### src/rtl/lut4_sweep_pkg.sv
// Shared types and constants for the LUT4 truth-table sweep controller.
package lut4_sweep_pkg;
  localparam int LUT4_ENTRIES = 16;
  localparam int LUT4_IDX_W   = 4;

  typedef enum logic [1:0] {
    IDLE  = 2'd0,
    SWEEP = 2'd1,
    DONE  = 2'd2
  } state_e;
endpackage

### src/rtl/lut4_sweep_if.sv
// Request/result handshake plus the drive/response pins of the external LUT4 block.
interface lut4_sweep_if;
  import lut4_sweep_pkg::*;

  logic                    in_val;
  logic                    in_rdy;
  logic [LUT4_ENTRIES-1:0] expected;
  logic                    abort;
  logic                    a;
  logic                    b;
  logic                    c;
  logic                    d;
  logic                    f;
  logic                    out_val;
  logic                    out_rdy;
  logic [LUT4_ENTRIES-1:0] result;
  logic                    match;
  logic                    busy;

  // Requester / function-block side.
  modport master (
    output in_val, expected, abort, f, out_rdy,
    input  in_rdy, a, b, c, d, out_val, result, match, busy
  );

  // Controller side.
  modport slave (
    input  in_val, expected, abort, f, out_rdy,
    output in_rdy, a, b, c, d, out_val, result, match, busy
  );
endinterface

### src/rtl/lut4_sweep_idx_counter.sv
// Input-index counter: clear has priority over enable; wraps naturally.
module lut4_sweep_idx_counter
  import lut4_sweep_pkg::*;
#(
  parameter int W = LUT4_IDX_W
) (
  input  logic         clk,
  input  logic         reset,
  input  logic         clr,
  input  logic         en,
  output logic [W-1:0] cnt
);

  // Count register: reset/clear to zero, otherwise step when enabled.
  always_ff @(posedge clk) begin
    if (reset || clr) cnt <= '0;
    else if (en)      cnt <= cnt + 1'b1;
  end

endmodule

### src/rtl/lut4_sweep_ctrl.sv
// Sweeps an external 4-input function block through all 16 input codes,
// captures its truth table and compares it against a golden table.
module lut4_sweep_ctrl
  import lut4_sweep_pkg::*;
(
  input  logic        clk,
  input  logic        reset,
  lut4_sweep_if.slave bus
);

  state_e                  state_q, state_d;
  logic [LUT4_IDX_W-1:0]   idx;
  logic [LUT4_ENTRIES-1:0] result_q;
  logic [LUT4_ENTRIES-1:0] exp_q;
  logic                    accept;
  logic                    sweeping;
  logic                    last;

  assign accept   = bus.in_val && (state_q == IDLE);
  assign sweeping = (state_q == SWEEP);
  assign last     = (idx == LUT4_IDX_W'(LUT4_ENTRIES - 1));

  // idx is zero whenever the controller is not sweeping: it is cleared on
  // accept and abort, and the final increment wraps 15 -> 0 as we enter DONE.
  // That lets a..d come straight from the counter flops.
  lut4_sweep_idx_counter #(.W(LUT4_IDX_W)) u_idx (
    .clk   (clk),
    .reset (reset),
    .clr   (accept || (sweeping && bus.abort)),
    .en    (sweeping && !bus.abort),
    .cnt   (idx)
  );

  // State register.
  always_ff @(posedge clk) begin
    if (reset) state_q <= IDLE;
    else       state_q <= state_d;
  end

  // Next-state logic; abort beats the final sweep step.
  always_comb begin
    state_d = state_q;
    unique case (state_q)
      IDLE:    if (bus.in_val)      state_d = SWEEP;
      SWEEP: begin
        if (bus.abort)              state_d = IDLE;
        else if (last)              state_d = DONE;
      end
      DONE:    if (bus.out_rdy)     state_d = IDLE;
      default:                      state_d = IDLE;
    endcase
  end

  // Capture golden table on accept and sample f into result[idx] each sweep cycle.
  always_ff @(posedge clk) begin
    if (reset) begin
      result_q <= '0;
      exp_q    <= '0;
    end else if (accept) begin
      result_q <= '0;
      exp_q    <= bus.expected;
    end else if (sweeping) begin
      if (bus.abort) result_q      <= '0;
      else           result_q[idx] <= bus.f;
    end
  end

  // Outputs decoded from state; match is only asserted alongside out_val.
  always_comb begin
    bus.in_rdy  = (state_q == IDLE);
    bus.busy    = (state_q == SWEEP);
    bus.out_val = (state_q == DONE);
    bus.result  = result_q;
    bus.match   = (state_q == DONE) && (result_q == exp_q);
    bus.a       = idx[3];
    bus.b       = idx[2];
    bus.c       = idx[1];
    bus.d       = idx[0];
  end

endmodule

### src/flat_wrapper.sv
// flat-port wrapper written by rule: the top's interface ports become plain ports
module lut4_sweep_ctrl_flat import lut4_sweep_pkg::*;
  (clk, reset, bus_in_val, bus_expected, bus_abort, bus_f, bus_out_rdy, bus_in_rdy, bus_a, bus_b, bus_c, bus_d, bus_out_val, bus_result, bus_match, bus_busy);
  lut4_sweep_if bus_i ();
  input  logic clk;
  input  logic reset;
  input wire logic [$bits(bus_i.in_val)-1:0] bus_in_val;
  input wire logic [$bits(bus_i.expected)-1:0] bus_expected;
  input wire logic [$bits(bus_i.abort)-1:0] bus_abort;
  input wire logic [$bits(bus_i.f)-1:0] bus_f;
  input wire logic [$bits(bus_i.out_rdy)-1:0] bus_out_rdy;
  output wire logic [$bits(bus_i.in_rdy)-1:0] bus_in_rdy;
  output wire logic [$bits(bus_i.a)-1:0] bus_a;
  output wire logic [$bits(bus_i.b)-1:0] bus_b;
  output wire logic [$bits(bus_i.c)-1:0] bus_c;
  output wire logic [$bits(bus_i.d)-1:0] bus_d;
  output wire logic [$bits(bus_i.out_val)-1:0] bus_out_val;
  output wire logic [$bits(bus_i.result)-1:0] bus_result;
  output wire logic [$bits(bus_i.match)-1:0] bus_match;
  output wire logic [$bits(bus_i.busy)-1:0] bus_busy;
  assign bus_i.in_val = bus_in_val;
  assign bus_i.expected = bus_expected;
  assign bus_i.abort = bus_abort;
  assign bus_i.f = bus_f;
  assign bus_i.out_rdy = bus_out_rdy;
  assign bus_in_rdy = bus_i.in_rdy;
  assign bus_a = bus_i.a;
  assign bus_b = bus_i.b;
  assign bus_c = bus_i.c;
  assign bus_d = bus_i.d;
  assign bus_out_val = bus_i.out_val;
  assign bus_result = bus_i.result;
  assign bus_match = bus_i.match;
  assign bus_busy = bus_i.busy;
  lut4_sweep_ctrl u_core (.clk(clk), .reset(reset), .bus(bus_i));
endmodule
### config.mk
export PLATFORM = sky130hd
export DESIGN_NAME = lut4_sweep_ctrl_flat
export DESIGN_NICKNAME = d
export VERILOG_FILES = /design/src/rtl/lut4_sweep_pkg.sv /design/src/rtl/lut4_sweep_if.sv /design/src/rtl/lut4_sweep_idx_counter.sv /design/src/rtl/lut4_sweep_ctrl.sv /design/src/flat_wrapper.sv
export SDC_FILE = /design/constraint.sdc
export NUM_CORES = 1
export LEC_CHECK = 0
export CAP_MARGIN = 20
export CORE_MARGIN = 2
export CORE_UTILIZATION = 35
export CTS_BUF_LIST = sky130_fd_sc_hd__clkbuf_4 sky130_fd_sc_hd__clkbuf_8 sky130_fd_sc_hd__clkbuf_16
export CTS_CLUSTER_SIZE = 24
export DETAILED_ROUTE_END_ITERATION = 16
export GPL_TIMING_DRIVEN = 0
export SYNTH_ARGS = -nofsm -noshare
export SYNTH_HDL_FRONTEND = slang
export SYNTH_SLANG_ARGS = --single-unit
### constraint.sdc
create_clock -name clk -period 3.2 [get_ports clk]
set_input_delay 0.96 -clock clk [delete_from_list [all_inputs] [get_ports clk]]
set_output_delay 0.96 -clock clk [all_outputs]
set_load 0.01 [all_outputs]
* Word-level counts from Yosys, hierarchy flattened
Index checks and enable logic that the tools add are counted.
** Word-level totals
- Bits in registers :: 38
- Input port bits :: 22
- Output and inout bits :: 24
- Logic and storage cells :: 34
** Cells by class
- Add/subtract/negate cells :: 1
- Magnitude comparators :: 2
- Equality and inequality tests :: 7
- Multiplexer cells :: 9
- Reduce and logical (&&, ||, !) cells :: 11
** Operator list (count)
- 16-bit bitwise mux :: 1
- 16-bit equality test :: 1
- 16-bit 2-to-1 mux :: 1
- 2-bit 2-to-1 mux :: 4
- 2-bit case mux with 3 select lines :: 1
- 1-bit logical AND :: 5
- 4-bit by 5-bit less-than comparator with 1-bit output (second input constant) :: 1
- 4-bit by 1-bit adder with 4-bit output (second input constant) :: 1
- 1-bit demux with 4-bit select :: 1
- 4-bit equality test (second input constant) :: 1
- 4-bit by 1-bit greater-or-equal comparator with 1-bit output (second input constant) :: 1
- 2-bit != test (second input constant) :: 2
- 3-bit != test (second input constant) :: 1
- 3-bit AND reduction :: 1
- 2-bit by 1-bit equality test with 1-bit output (second input constant) :: 1
- 2-bit equality test (second input constant) :: 1
- 2-bit zero test :: 1
- 1-bit logical OR :: 2
- 2-bit OR reduction :: 1
- 1-bit zero test :: 1
- 1-bit 2-to-1 mux :: 1

* Depth between registers and ports, before layout
- Depth after elaboration :: 6
- Depth in mapped cells :: 6
- Depth with buffers taken out :: 5

* Cells and area by module
From an unflattened synthesis, not the netlist that was laid out.
** Unflattened totals
- Cell total of the unflattened synthesis :: 219
- Area total of the unflattened synthesis :: 1940.6 um2
** By module, submodules not included
- lut4_sweep_ctrl :: instances 1, cells each 202, area each 1762.9 um2
- lut4_sweep_idx_counter :: instances 1, cells each 17, area each 177.7 um2

* Worst setup path before layout
No wires, ideal clock.
- Path type :: reg2out
- From :: register u_core.result_q[3], in the netlist u_core.bus.result[3]
- To :: output bus_match
- Data arrival time :: 1.081 ns
- Data required time :: 2.240 ns
- Setup slack :: 1.159 ns
- Cell stages (with the launch flop) :: 5
- Cell sequence :: dfxtp_1 -> xnor2_1 -> nand4_1 -> nor4_1 -> and3_1
** Between the ends
- Cells in the longest elaborated chain, start to end :: 2
** RTL lines
- start, declared :: RTL line lut4_sweep_ctrl.sv:13 : logic [LUT4_ENTRIES-1:0] result_q;
- start signal, assigned by index :: RTL line lut4_sweep_ctrl.sv:64 : else result_q[idx] <= bus.f;
- 16-bit equality test :: RTL line lut4_sweep_ctrl.sv:74 : bus.match = (state_q == DONE) && (result_q == exp_q);
- 1-bit logical AND :: RTL line lut4_sweep_ctrl.sv:74
- end, declared :: RTL line flat_wrapper.sv:19 : output wire logic [$bits(bus_i.match)-1:0] bus_match;
No other way between the ends.

* Final worst setup path
Ends and elaborated chain as after synthesis.

==> metrics.cfg <==
[die]
io_pins = 46
die_x_um = 75.5
die_area_um2 = 5700
initial_utilization_pct = 35.7
die_y_um = 75.5
rows = 26
coreArea_um2 = 5010

[clock_network]
numCtsBuffers = 5
root_buffer = clkbuf_8
clk_latency_ps = 280
clock_path_buffers = 2
cts.sinks = 38
cts_tree = built
cts_hold_buf = 0
cts.repair.resized = 0
cts.clk_slew.worst_paths_ps = 70
cts.htree.levels = 2
cts_setup_buffers = 0

[routing]
detail-route-antenna-nets = 0
wl_met3_um = 201
wl_met2_mm = 2.03
routed_via_density = 4.79
wl_met1_mm = 2.30
totalWireLength_mm = 4.59
drc = 0
dr.max_layer_used = met4
initialDrtViolationCount = 91
dr.pass1.iters = 4
wire_per_inst_um = 13.3
vias = 1654

[timing]
period_needed_ps = 3020
max_freq_mhz = 331
final.setup.tns_ps = 0
worstMarginPinSlew_ps = 506
finalSetupViolCount = 0
timing.hold.ws_ps = 475
fin_skew_ps = 3.84
fin_crit_sh_pct = 94.5
slew_headroom_pct = 66.1
slew_violations = 0
hold_violations = 0
grt_setup_unrepaired = false

[placement]
dp_hpwl_mm = 3.45
gp_congestion = 0.833
placed_cells = 338
io_buffers = 44

[yosys]
synthDistinctLibCells = 33
synth.top_cell.area_share_pct = 42.5
syn_nets = 250
synth.area.top_cells = dfxtp_1, nand2_1, a21oi_1, xnor2_1, o211ai_1
synth_top_area_cell = dfxtp_1
yosysWarnings = 0
synth_cells = 224
yosysSeqAreaShare_pct = 42.5
synth.cell_area_um2 = 1790
avgSynthCellArea_um2 = 7.98
ys_ff_latch = 38

[pwr]
pwr-share-comb_pct = 10.6
p_sw_uw = 225
power_uw = 1020
power_density_nw_per_um2 = 418
irDropWorstVdd_mv = 0.179
seq_power_share_pct = 49.0
leakage_uw = 0.000812
intPower_uw = 790
pwr-share-clk_pct = 40.4
switching_share_pct = 22.2

[setup_path]
crit_type = flip-flop to primary output
required_ps = 2240
crit_buf_inv = 1
arrival_ps = 2060
critical_path.max_fanout = 4
regToRegEndpoint = u_core.bus.result[15]
r2r_start = u_core.u_idx.cnt[1]
slowest_delay_ps = 530
path_delay_family = simple AND/OR/NAND/NOR gates
r2r_cells = 5
critPathSlowestCell = clkdlybuf4s50_1
endpoint_kind = primary output
cp-start-kind = flip-flop
cp_cell_sequence = xnor2_1 -> nand4_1 -> nor4_1 -> and3_1 -> clkdlybuf4s50_1
ff2ff_setup_slack_ps = 1700

[hold_path]
whs_path_depth = 2
hold_start = u_core.exp_q[15]
hp-class = flip-flop to flip-flop
min_to = u_core.exp_q[15]

[final_layout]
multi_input_area_um2 = 950
seq_area_um2 = 761
area_delta_synth_final_pct = 35.8
fin_nets = 301
final_common_cell = nand2_1
instances_no_fill = 345
drive_gt1_share_pct = 6.91
layout_common_cells = nand2_1, clkdlybuf4s50_1, dfxtp_1
diodes = 0
final.fill_count = 532

[outcome]
outcome = finished clean

[global_route]
first_global_vias = 1546
grt-ovfl-total = 0
grt_pass1_wl_mm = 7.31
antenna_found_initial = 0
grtUsageTotal_pct = 17.1
grt_start_max_net_pins = 12

[flow_run]
cap_violations = 0

[area by class of cell]
class / count / share of cell area, %
flip-flops and latches: 38 / 31.3
clock inverters: 1 / 1.24
multi-input cells: 169 / 39.1
inverters: 3 / 0.464
plain buffers: 14 / 2.73
well taps: 70 / 3.61
clock buffers: 6 / 3.40
repair buffers: 44 / 18.1
[Yosys cell counts]
cell type / instances
nand2_1: 51
dfxtp_1: 38
a21oi_1: 37
xnor2_1: 16
nand3_1: 9
o211ai_1: 9
buf_2: 8
nor2_1: 7
nand2b_1: 6
and2_1: 4
clkbuf_1: 4
ha_1: 4
o21ai_0: 4
a32oi_1: 3
nand4_1: 3
a31oi_1: 2
inv_1: 2
nor2b_1: 2
and2_0: 1
and2b_1: 1
and3_1: 1
and4bb_2: 1
buf_1: 1
buf_4: 1
inv_2: 1
mux2i_1: 1
nand3b_1: 1
nor2_2: 1
nor3_1: 1
nor3b_1: 1
nor4_1: 1
nor4b_1: 1
or4_1: 1
[worst min-delay path: cells and delay by family (launching register included)]
kind	cells	cell delay (ps)
flip-flops	1	320
AND/OR/NAND/NOR	1	60
AO/OA/AOI/OAI	1	50
[per-stage QoR]
step | instance area, um2 | util [%] | setup slack [ps]
3_3_place_gp | 2320 | 46.2 | 558
6_report | 2430 | 48.5 | 176
2_1_floorplan | 1790 | - | 1160
5_1_grt | 2430 | 48.5 | 64.7
4_1_cts | 2430 | 48.5 | 201
3_5_place_dp | 2320 | 46.2 | 521
[flip-flops by register name (all words and copies together) (netlist names)]
register,cells
u_core.exp_q,16
u_core.bus.result,16
u_core.u_idx.cnt,4
u_core.state_q,2
[cells by family after synthesis]
kind of cell             synth area share, %
AND/OR/NAND/NOR                         24.5
flip-flops                              42.5
XOR/XNOR                                7.84
adder cells (fa/ha/maj)                 2.80
buffers and inverters                   4.34
multiplexers                           0.560
AO/OA/AOI/OAI                           17.4
[per-layer routing]
metal / global-route usage, % / vias up
met1: 23.9 / 738
met4: 6.43 / 0
met3: 2.38 / 5
met5: 0 / -
li1: - / 864
met2: 26.8 / 47
[how the worst max path moves through the flow]
| stage | cells after the start | endpoint | slack (ps) | start |
|---|---|---|---|---|
| after CTS | 5 | bus_match | 200 | u_core.bus.result[3] |
| final | 5 | bus_match | 180 | u_core.bus.result[3] |
| after global routing | 5 | bus_match | 60 | u_core.bus.result[3] |
| after global placement | 5 | bus_match | 560 | u_core.bus.result[3] |
| after detailed placement | 5 | bus_match | 520 | u_core.bus.result[3] |
| after floorplan | 4 | bus_match | 1160 | u_core.bus.result[3] |
[power groups by stage]
stage	clock, uW	combinational, uW	sequential [uW]
after global routing	441	121	499
after floorplan	0	62.3	506
final	410	108	498
after detailed placement	0	108	509
after global placement	0	107	508
after CTS	417	109	498
Note: power is estimated with default switching activity, not from simulation.
